$ cat src/rtl/seq_pkg.sv
// rtl/seq_pkg.sv - state encoding and default pattern/gap for the serial pattern transmitter
package seq_pkg;

  typedef enum logic [1:0] {
    IDLE  = 2'b00,
    SHIFT = 2'b01,
    GAP   = 2'b10
  } state_e;

  localparam logic [3:0] DEF_PATTERN = 4'b1101;
  localparam int         DEF_GAP     = 1;

endpackage

$ cat src/rtl/seq_tx.sv
// rtl/seq_tx.sv - shifts a captured pattern out MSB-first, repeated with idle gaps
module seq_tx
  import seq_pkg::*;
#(
  parameter int PAT_LEN = $bits(DEF_PATTERN),
  parameter int REP_W   = 4,
  parameter int GAP_LEN = DEF_GAP
) (
  input  logic               clk,
  input  logic               rst_n,
  input  logic               start,
  input  logic [PAT_LEN-1:0] pattern,
  input  logic [REP_W-1:0]   reps,
  input  logic               abort,
  output logic               ready,
  output logic               out,
  output logic               out_valid,
  output logic               busy,
  output logic               done
);

  localparam int              BW       = $clog2(PAT_LEN);
  localparam logic [BW-1:0]   MSB_IDX  = BW'(PAT_LEN - 1);
  localparam logic [3:0]      GAP_LAST = 4'(GAP_LEN - 1);

  state_e             state_q, state_d;
  logic [PAT_LEN-1:0] pat_q, pat_d;
  logic [BW-1:0]      bit_q, bit_d;
  logic [BW-1:0]      bit_nxt;
  logic [3:0]         gap_q, gap_d;
  logic [REP_W-1:0]   rep_q, rep_d;
  logic               out_q, out_d;
  logic               vld_q, vld_d;
  logic               busy_q, busy_d;
  logic               done_q, done_d;

  always_comb begin
    state_d = state_q;
    pat_d   = pat_q;
    bit_d   = bit_q;
    gap_d   = gap_q;
    rep_d   = rep_q;
    out_d   = 1'b0;
    vld_d   = 1'b0;
    busy_d  = 1'b0;
    done_d  = 1'b0;
    bit_nxt = bit_q - BW'(1);

    case (state_q)
      IDLE: begin
        if (start) begin
          if (reps != '0) begin
            state_d = SHIFT;
            pat_d   = pattern;
            rep_d   = reps;
            bit_d   = MSB_IDX;
            out_d   = pattern[PAT_LEN-1];
            vld_d   = 1'b1;
            busy_d  = 1'b1;
          end else begin
            done_d = 1'b1;
          end
        end
      end

      SHIFT: begin
        if (abort) begin
          state_d = IDLE;
        end else if (bit_q != '0) begin
          bit_d  = bit_nxt;
          out_d  = pat_q[bit_nxt];
          vld_d  = 1'b1;
          busy_d = 1'b1;
        end else if (rep_q > REP_W'(1)) begin
          busy_d = 1'b1;
          if (GAP_LEN > 0) begin
            state_d = GAP;
            gap_d   = GAP_LAST;
          end else begin
            // back-to-back: the next repetition's MSB follows the LSB directly
            rep_d = rep_q - REP_W'(1);
            bit_d = MSB_IDX;
            out_d = pat_q[PAT_LEN-1];
            vld_d = 1'b1;
          end
        end else begin
          state_d = IDLE;
          done_d  = 1'b1;
        end
      end

      GAP: begin
        if (abort) begin
          state_d = IDLE;
        end else begin
          busy_d = 1'b1;
          if (gap_q == 4'd0) begin
            state_d = SHIFT;
            rep_d   = rep_q - REP_W'(1);
            bit_d   = MSB_IDX;
            out_d   = pat_q[PAT_LEN-1];
            vld_d   = 1'b1;
          end else begin
            gap_d = gap_q - 4'd1;
          end
        end
      end

      default: begin
        state_d = IDLE;
        bit_d   = '0;
        gap_d   = '0;
        rep_d   = '0;
      end
    endcase
  end

  always_ff @(posedge clk or negedge rst_n) begin
    if (!rst_n) begin
      state_q <= IDLE;
      pat_q   <= '0;
      bit_q   <= '0;
      gap_q   <= '0;
      rep_q   <= '0;
      out_q   <= 1'b0;
      vld_q   <= 1'b0;
      busy_q  <= 1'b0;
      done_q  <= 1'b0;
    end else begin
      state_q <= state_d;
      pat_q   <= pat_d;
      bit_q   <= bit_d;
      gap_q   <= gap_d;
      rep_q   <= rep_d;
      out_q   <= out_d;
      vld_q   <= vld_d;
      busy_q  <= busy_d;
      done_q  <= done_d;
    end
  end

  assign ready     = (state_q == IDLE);
  assign out       = out_q;
  assign out_valid = vld_q;
  assign busy      = busy_q;
  assign done      = done_q;

endmodule

$ cat config.mk
export PLATFORM = sky130hd
export DESIGN_NAME = seq_tx
export DESIGN_NICKNAME = d
export VERILOG_FILES = /design/src/rtl/seq_pkg.sv /design/src/rtl/seq_tx.sv
export SDC_FILE = /design/constraint.sdc
export NUM_CORES = 1
export LEC_CHECK = 0
export CAP_MARGIN = 30
export CORE_ASPECT_RATIO = 1.4
export CORE_UTILIZATION = 40
export CTS_BUF_LIST = sky130_fd_sc_hd__clkbuf_2 sky130_fd_sc_hd__clkbuf_4 sky130_fd_sc_hd__clkbuf_8
export CTS_CLUSTER_DIAMETER = 80
export DETAILED_ROUTE_END_ITERATION = 10
export GPL_ROUTABILITY_DRIVEN = 0
export HOLD_SLACK_MARGIN = 0.12
export PLACE_DENSITY_LB_ADDON = 0.12
export SLEW_MARGIN = 20
export SYNTH_ARGS = -nofsm -noshare
export SYNTH_HDL_FRONTEND = slang
export SYNTH_SLANG_ARGS = --single-unit
export TNS_END_PERCENT = 10
$ cat constraint.sdc
create_clock -name clk -period 2.05 [get_ports clk]
set_input_delay 0.5125 -clock clk [delete_from_list [all_inputs] [get_ports clk]]
set_output_delay 0.5125 -clock clk [all_outputs]
set_load 0.01 [all_outputs]
; ---- After elaboration in Yosys (flattened, before gate mapping)
; Index checks and enable logic that the tools add are counted.
[totals]
regBits = 20
latchBits = 0
mem_bits_rw = 0
romBits = 0
input_bits = 12
output_inout_bits = 5
elab_cells = 91
n_memories = 0
[op_classes]
n_addsub = 3
multipliers = 0
div_mod_pow = 0
n_lt_le_gt_ge = 2
eq_ne = 13
shifts = 0
mux = 53
bitwise_logic = 2
n_reduce_logical = 9
[ops]
columns = op, count
row1 = 4-bit two-way mux, 9
row2 = 2-bit two-way mux, 13
row3 = 4-bit one-hot mux with 3 select lines, 2
row4 = 1-bit two-way mux, 22
row5 = 2-bit inequality test (second input constant), 8
row6 = 2-bit one-hot mux with 3 select lines, 2
row7 = 6-bit AND reduction, 2
row8 = 1-bit one-hot mux with 3 select lines, 3
row9 = 4-bit by 1-bit subtractor with 4-bit output (second input constant), 2
row10 = 3-bit inequality test (second input constant), 2
row11 = 5-bit AND reduction, 1
row12 = 4-bit by 1-bit greater-than comparator with 1-bit output (second input constant), 1
row13 = 4-bit logical NOT, 1
row14 = 4-bit AND reduction, 1
row15 = 4-bit nonzero test, 1
row16 = 2-bit by 3-bit less-than comparator with 1-bit output (second input constant), 1
row17 = 3-bit AND reduction, 1
row18 = 1-bit binary-select mux with 2-bit select, 1
row19 = 2-bit by 1-bit equality test with 1-bit output (second input constant), 1
row20 = 2-bit equality test (second input constant), 1
row21 = 2-bit logical NOT, 1
row22 = 2-bit by 1-bit inequality test with 1-bit output (second input constant), 1
row23 = 1-bit NOT, 2
row24 = 1-bit one-hot mux with 2 select lines, 1
row25 = 2 further kinds, 2

; ---- Logic depth before layout (Yosys ltp)
; Gate-level depths: netlist of the first run.
[depth]
word_depth = 6
depth_mapped = 6

; ---- Worst setup path after synthesis of the first run
; OpenSTA, ideal clock, no wires.
[synth_path]
path_kind = input port to flip-flop
from = input port reps[1]
to = register rep_q[1]
setup_ns = 0.121
arrival_ns = 1.550
required_ns = 1.929
slack_ns = 0.379
stages = 4
path_buffers = 0
cell_sequence = or4_4 > and2_4 > o22a_1 > o22a_1
[synth_via]
elab_chain_len = 3
word_cells_on_any_way = 6
classes_between = eq/ne: 1 / mux: 3 / reduce/logical: 2
[synth_rtl]
columns = item, line_no
row1 = from (decl), seq_tx.sv:13  ; input logic [REP_W-1:0] reps,
row2 = 4-bit nonzero test or 4-bit two-way mux (tied branches), seq_tx.sv:52  ; if (reps != '0) begin
row3 = 2-bit by 1-bit inequality test with 1-bit output (no line) or 4-bit two-way mux (tied branches), n/a
row4 = 5-bit AND reduction (no line) or 4-bit one-hot mux with 3 select lines (tied branches), n/a
row5 = to (signal assigned), seq_tx.sv:134  ; rep_q <= rep_d;
row6 = to (decl), seq_tx.sv:31  ; logic [REP_W-1:0] rep_q, rep_d;
; Parallel ways exist; a longest one is shown, timed or not. The select of a mux whose other input is x is not followed.
; A chain may end at the register's enable or synchronous reset.

; ---- Worst setup path in the final report of the first run
[layout_path]
from = register state_q[1]
to = output port ready
[layout_via]
elab_chain_len = 1
[layout_rtl]
columns = item, line_no
row1 = from (decl), seq_tx.sv:26  ; state_e state_q, state_d;
row2 = from (signal assigned), seq_tx.sv:130  ; state_q <= state_d;
row3 = 2-bit logical NOT, seq_tx.sv:142  ; assign ready = (state_q == IDLE);
row4 = to (decl), seq_tx.sv:15  ; output logic ready,
; No other way between the ends.

==> results of run 1 <==
==> where the power goes <==
| group | leakage [nW] | switching (W) | internal (W) |
|---|---|---|---|
| registers | 0.247 | 0.000140 | 0.000540 |
| logic | 0.401 | 0.000357 | 0.000391 |
| clock network | 0.0210 | 0.000130 | 0.000109 |
| total | 0.668 | 0.000627 | 0.00104 |
==> final cells by class <==
cell class                      instances  area share (%)
Timing Repair Buffer                   28            16.9
Multi-Input combinational cell         93            42.2
Sequential cell                        20            33.7
Tap cell                               36            3.04
Clock buffer                            4            2.45
Inverter                                7            1.77
==> critical path, delay by kind of cell (launching register included) <==
kind / cells / cell delay, ns
buffers and inverters: 1 / 0.57
DFF: 1 / 0.41
and+or+nand+nor: 1 / 0.19
==> cells in the final DEF (no fill, tap or decap), drive strengths merged, types with 2 or more instances in the layout <==
master and count:
nand3 4, o22a 3, o22ai 3, nor3b 2, nand2b 2, buf 12
clkdlybuf4s50 16, nor2 8, or3b 2, inv 7, dfrtp 20, clkbuf 4
o21ai 6, a21oi 4, o211ai 3, ha 5, or3 3, nor3 2
nor2b 4, nand2 21, a21o 2
==> cell families after synthesis <==
| logic type | after synthesis | synth area share, % |
|---|---|---|
| and+or+nand+nor | 56 | 27.1 |
| DFF | 20 | 43.0 |
| AOI/OAI and AO/OA | 29 | 17.5 |
| muxes | 2 | 2.80 |
| adders and majority gates | 5 | 5.38 |
| buffers and inverters | 10 | 3.44 |
| xor gates and xnor gates | 1 | 0.753 |
==> registers in the layout, indices dropped and copies added (netlist names) <==
signal / count
gap_q: 4
bit_q: 2
rep_q: 4
done: 1
busy: 1
state_q: 2
out_valid: 1
out: 1
pat_q: 4
==> Yosys cell counts (all sizes together), types with 2 or more instances <==
master,number
a21o,2
a21oi,4
buf,2
dfrtp,20
ha,5
inv,7
nand2,21
nand2b,2
nand3,4
nor2,8
nor2b,4
nor3,2
nor3b,2
o211ai,3
o21ai,6
o22a,3
o22ai,3
or3,3
or3b,2
==> metal layers <==
| metal | GRT usage (%) | up-vias | share of wire, % |
|---|---|---|---|
| met5 | 0 | - | 0 |
| met4 | 5.21 | 0 | 1.4 |
| met3 | 2.46 | 5 | 3.9 |
| met2 | 34.9 | 24 | 54 |
| met1 | 23.4 | 519 | 41 |
| li1 | - | 500 | - |
==> timing repair <==
| item | 4_1_cts | 5_1_grt |
|---|---|---|
| endpoints found under the setup margin | 1 | 0 |
| endpoints found under the hold margin | 0 | 0 |
| gates resized for setup | 1 | 0 |
==> metrics by stage <==
step	std cells	utilization [%]	worst slack, ns	hold slack (ns)	TNS (ns)
final	188	55.0	0.0638	0.497	0
after global routing	188	55.0	0.0194	0.535	0
after CTS	188	55.0	0.0583	0.505	0
after detailed placement	184	53.6	-0.117	0.476	-1.04
after global placement	184	53.6	-0.0931	0.460	-0.585
after floorplan	123	-	0.379	0.217	0
==> worst paths after layout <==
check / endpoint / startpoint / slack, ns
worst min register to register: pat_q[0] / pat_q[0] / 0.50
min in group asynchronous: done / rst_n / 0.53
worst max register to register: gap_q[3] / gap_q[0] / 0.21
worst min-delay path: pat_q[0] / pat_q[0] / 0.50
max in group asynchronous: bit_q[0] / rst_n / 1.31
worst max-delay path: ready / state_q[1] / 0.06
==> results.md, run 1 <==
* Max-cap violations at 0
* DR WL/cell at 14.6 um
* Detailed-route via count at 1048
* Pin count of the biggest net entering global routing at 21
* CP endpoint kind: output pin
* Main synth FF type: dfrtp_1
* Worst path max stage delay at 0.57 ns
* Layout area overhead at 27.5%
* FF-to-FF path depth at 6
* Slew headroom at 72.4%
* Post-synth EDFFs at 0
* Syn Area/Cell at 9.46 sq um
* Std-Cell Core Area at 2700 sq um
* Num CTS Buffers at 3
* Die Area at 3130 sq um
* Synth top area share at 43.0%
* Antenna cells at 0
* Fmax at 0.503 GHz
* Gate Count Post-Synth at 123
* First-pass GRT wire length at 4.43 mm
* Worst-Skew Late Latency at 0.31 ns
* Routed wire length at 2.74 mm
* Vias in the first global route at 1044
* Synth unique cells at 41
* RSZ-0062 raised after global routing: false
* Pins Over Slew Limit at 0
* Maximum vdd drop at 548 uV
* H-tree Lvls at 1
* Synth area leaders: dfrtp_1 (43%), nand2_1 (6.8%), ha_1 (5.4%), o21ai_0 (2.6%), nor2_1 (2.6%)
* Port buffer count at 16
* TritonRoute pass-1 iters at 4
* CP Cell Sequence: nor2_2 > clkdlybuf4s50_1
* Startpoint types: flop
* DRT iter0 DRCs at 25
* FF+latch count, synth at 20
* Ports at 17
* Final hold violation count at 0
* Total global-route track usage at 19.5%
* Async SR Flop Fraction at 100%
* Lkg Pwr at 0.668 nW
* CTS tree: done
* Share of layout cells above drive strength 1 at 17.1%
* Hold/Removal Path Class: flop to flop
* Outcome: finished, final reports clean
* Die Span Y at 65.8 um
* Die Span X at 47.6 um
* Multi-input logic area at 626 sq um
* Design area at 1480 sq um
* Pwr Total at 0.00167 W
* Clock-pin slew on the worst setup and hold paths at 0.12 ns
* Critical path class: flop to output pin
* # fillers at 283
* Rows at 22
* Detail-routed via count per cell at 5.57
* Slew at the pin closest to its max-slew limit at 0.410 ns
* Post-layout min period at 1.99 ns
* Yosys warns at 0
* Synth area leader: dfrtp_1
* Max clock buf depth at 2
* Crit path DAT at 1.47 ns
* Initial Util at 43.1%
* Drt drc at 0
* Pwr/cell area at 1120 nW/um^2
* Initial antenna violation count at 0
* Setup bufs post-CTS at 0
* Hold-fix buffers, CTS at 0
* TritonCTS sink count at 20
* DP HPWL at 2.12 mm
* Critical Path RT at 1.54 ns
* Synthesized net count at 140
* Total congestion overflow at 0
* Slowest CP cell: clkdlybuf4s50_1
* Tcrit/Tclk final at 96.9%
* Register area share after synthesis at 43.0%
* Fin nets at 170
* Placed Area at 1450 sq um
* Hold Path Stages at 2
* Largest fanout on the critical path at 3
* Clock Root Buffer: clkbuf_4
* Register area at 500 sq um
* Post-route ant nets at 0
* Setup Viol. Count Final at 0
* Netlist Area Pre-Place at 1160 sq um
* Final Skew at 0.00443 ns
(Power assumes the default switching activity.)
==> run 2, diff against run 1 <==
clock period = 2.1 ns   (was 2.05 ns; I/O delays follow)
==> run 2 against run 1 <==
- power down 3.6%
- clock power shrank 6%
- largest cell class unchanged
- sequential share of layout area grew 0.70 points
- global-route usage increased by 0.84 points
- count of clock-buffer cells in the layout stayed put
- final cell count shrank 2.1%
- core utilization fell by 1.1 points
- die area did not move
- sequential power shrank 2%
- highest routed layer unchanged
- critical path depth stayed put
==> results.md, run 2 (synthesized netlist as in run 1, its figures left out) <==
* Final hold violation count at 0
* Maximum vdd drop at 535 uV
* Pwr Total at 0.00161 W
* Clock Root Buffer: clkbuf_4
* Slew at the pin closest to its max-slew limit at 0.403 ns
* Std-Cell Core Area at 2700 sq um
* TritonRoute pass-1 iters at 4
* Pin count of the biggest net entering global routing at 21
* Largest fanout on the critical path at 3
* Setup bufs post-CTS at 0
* Biggest regs: gap_q: 4 flops, pat_q: 4 flops, rep_q: 4 flops
* Die Span Y at 65.8 um
* Sw Share at 37.7%
* H-tree Lvls at 1
* DR WL/cell at 15.0 um
* Vias in the first global route at 1018
* Fin nets at 166
* # fillers at 284
* Comb pwr share at 44.7%
* Port buffer count at 16
* NetSw at 0.000605 W
* Max-cap violations at 0
* Post-route setup TNS at 0 ns
* CTS tree: done
* Worst hold margin at 0.488 ns
* TritonCTS sink count at 20
* Detail-routed via count per cell at 5.48
* First-pass GRT wire length at 4.56 mm
* Post-layout min period at 1.99 ns
* Sequential share of power at 41.4%
* Slew headroom at 72.8%
* Routed wire length at 2.75 mm
* Critical path class: flop to output pin
* Hold-fix buffers, CTS at 0
* Post-route insts no fill at 184
* Outcome: finished, final reports clean
* Post-route ant nets at 0
* Initial antenna violation count at 0
* Tcrit/Tclk final at 94.8%
* Cell-internal power at 0.00100 W
* Fmax at 0.502 GHz
* Num CTS Buffers at 3
* Clock power share at 14.0%
* Total congestion overflow at 0
* RSZ-0062 raised after global routing: false
* Ports at 17
* Layout area overhead at 24.9%
* Final Skew at 0.00151 ns
* Worst-Skew Late Latency at 0.30 ns
* Max clock buf depth at 2
* Pins Over Slew Limit at 0
* Drt drc at 0
* Most common cell after layout, fill and taps aside: nand2_1
* Crit path DAT at 1.47 ns
* Antenna cells at 0
* Die Area at 3130 sq um
* Rows at 22
* CP endpoint kind: output pin
* Placed cells at 180
* Total global-route track usage at 20.3%
* Startpoint types: flop
* Pwr/cell area at 1110 nW/um^2
* Detailed-route via count at 1008
* Hold/Removal Path Class: flop to flop
* Critical Path RT at 1.57 ns
* Lkg Pwr at 0.649 nW
* DP HPWL at 2.08 mm
* Share of layout cells above drive strength 1 at 14.9%
* Initial Util at 43.1%
* DRT iter0 DRCs at 31
* Die Span X at 47.6 um
* Clock-pin slew on the worst setup and hold paths at 0.11 ns
* Setup Viol. Count Final at 0
* Most frequent cells in the layout: nand2_1 (21), dfrtp_1 (20), clkdlybuf4s50_1 (16)
## run 2: power by group through the flow
stage	clock [W]	sequential [W]	combinational [W]
2_1_floorplan	0	0.000642	0.000481
3_3_place_gp	0	0.000664	0.000706
4_1_cts	0.000233	0.000663	0.000725
5_1_grt	0.000249	0.000685	0.000807
6_report	0.000224	0.000665	0.000718
3_5_place_dp	0	0.000671	0.000721
## run 2: through the flow
stage	instance area (sq um)	util (%)	setup WS [ns]
5_1_grt	1450	53.9	0.0570
3_3_place_gp	1420	52.5	-0.0461
6_report	1450	53.9	0.108
2_1_floorplan	1160	-	0.417
4_1_cts	1450	53.8	0.00445
3_5_place_dp	1420	52.5	-0.0824
## run 2: cell type report
| class | count | area (sq um) | area share, % |
|---|---|---|---|
| multi-input combinational | 93 | 626 | 43.0 |
| clock buffer | 4 | 36.3 | 2.50 |
| tap | 36 | 45.0 | 3.10 |
| sequential | 20 | 500 | 34.4 |
| timing repair buffer | 24 | 220 | 15.1 |
| inverter | 7 | 26.3 | 1.81 |
## run 2: worst max-delay path, stage by stage, from the launching register on
cell             delay (ns)
dfrtp_1                0.41
nor2_2                 0.19
clkdlybuf4s50_1        0.57
## run 2: final timing paths
kind                                  from  endpoint  slack (ns)  cells past startpoint
min in group asynchronous            rst_n  gap_q[0]        0.55                      2
max in group asynchronous            rst_n  bit_q[1]        1.34                      2
worst max-delay path            state_q[1]     ready        0.11                      2
worst min register to register    pat_q[1]  pat_q[1]        0.49                      2
worst max register to register    gap_q[0]  gap_q[3]        0.26                      6
worst min-delay path              pat_q[1]  pat_q[1]        0.49                      2
## run 2: metal layers
metal / wire length, um / track usage [%] / vias up
met5: 0 / 0 / -
met1: 1140 / 24.4 / 492
met3: 82 / 2.46 / 4
met4: 35 / 6.25 / 0
li1: - / - / 492
met2: 1490 / 36.1 / 20
## run 2: timing repair
item | in CTS | in global routing
endpoints found under the hold margin | 0 | 0
gates resized for setup | 0 | 1
endpoints found under the setup margin | 0 | 1
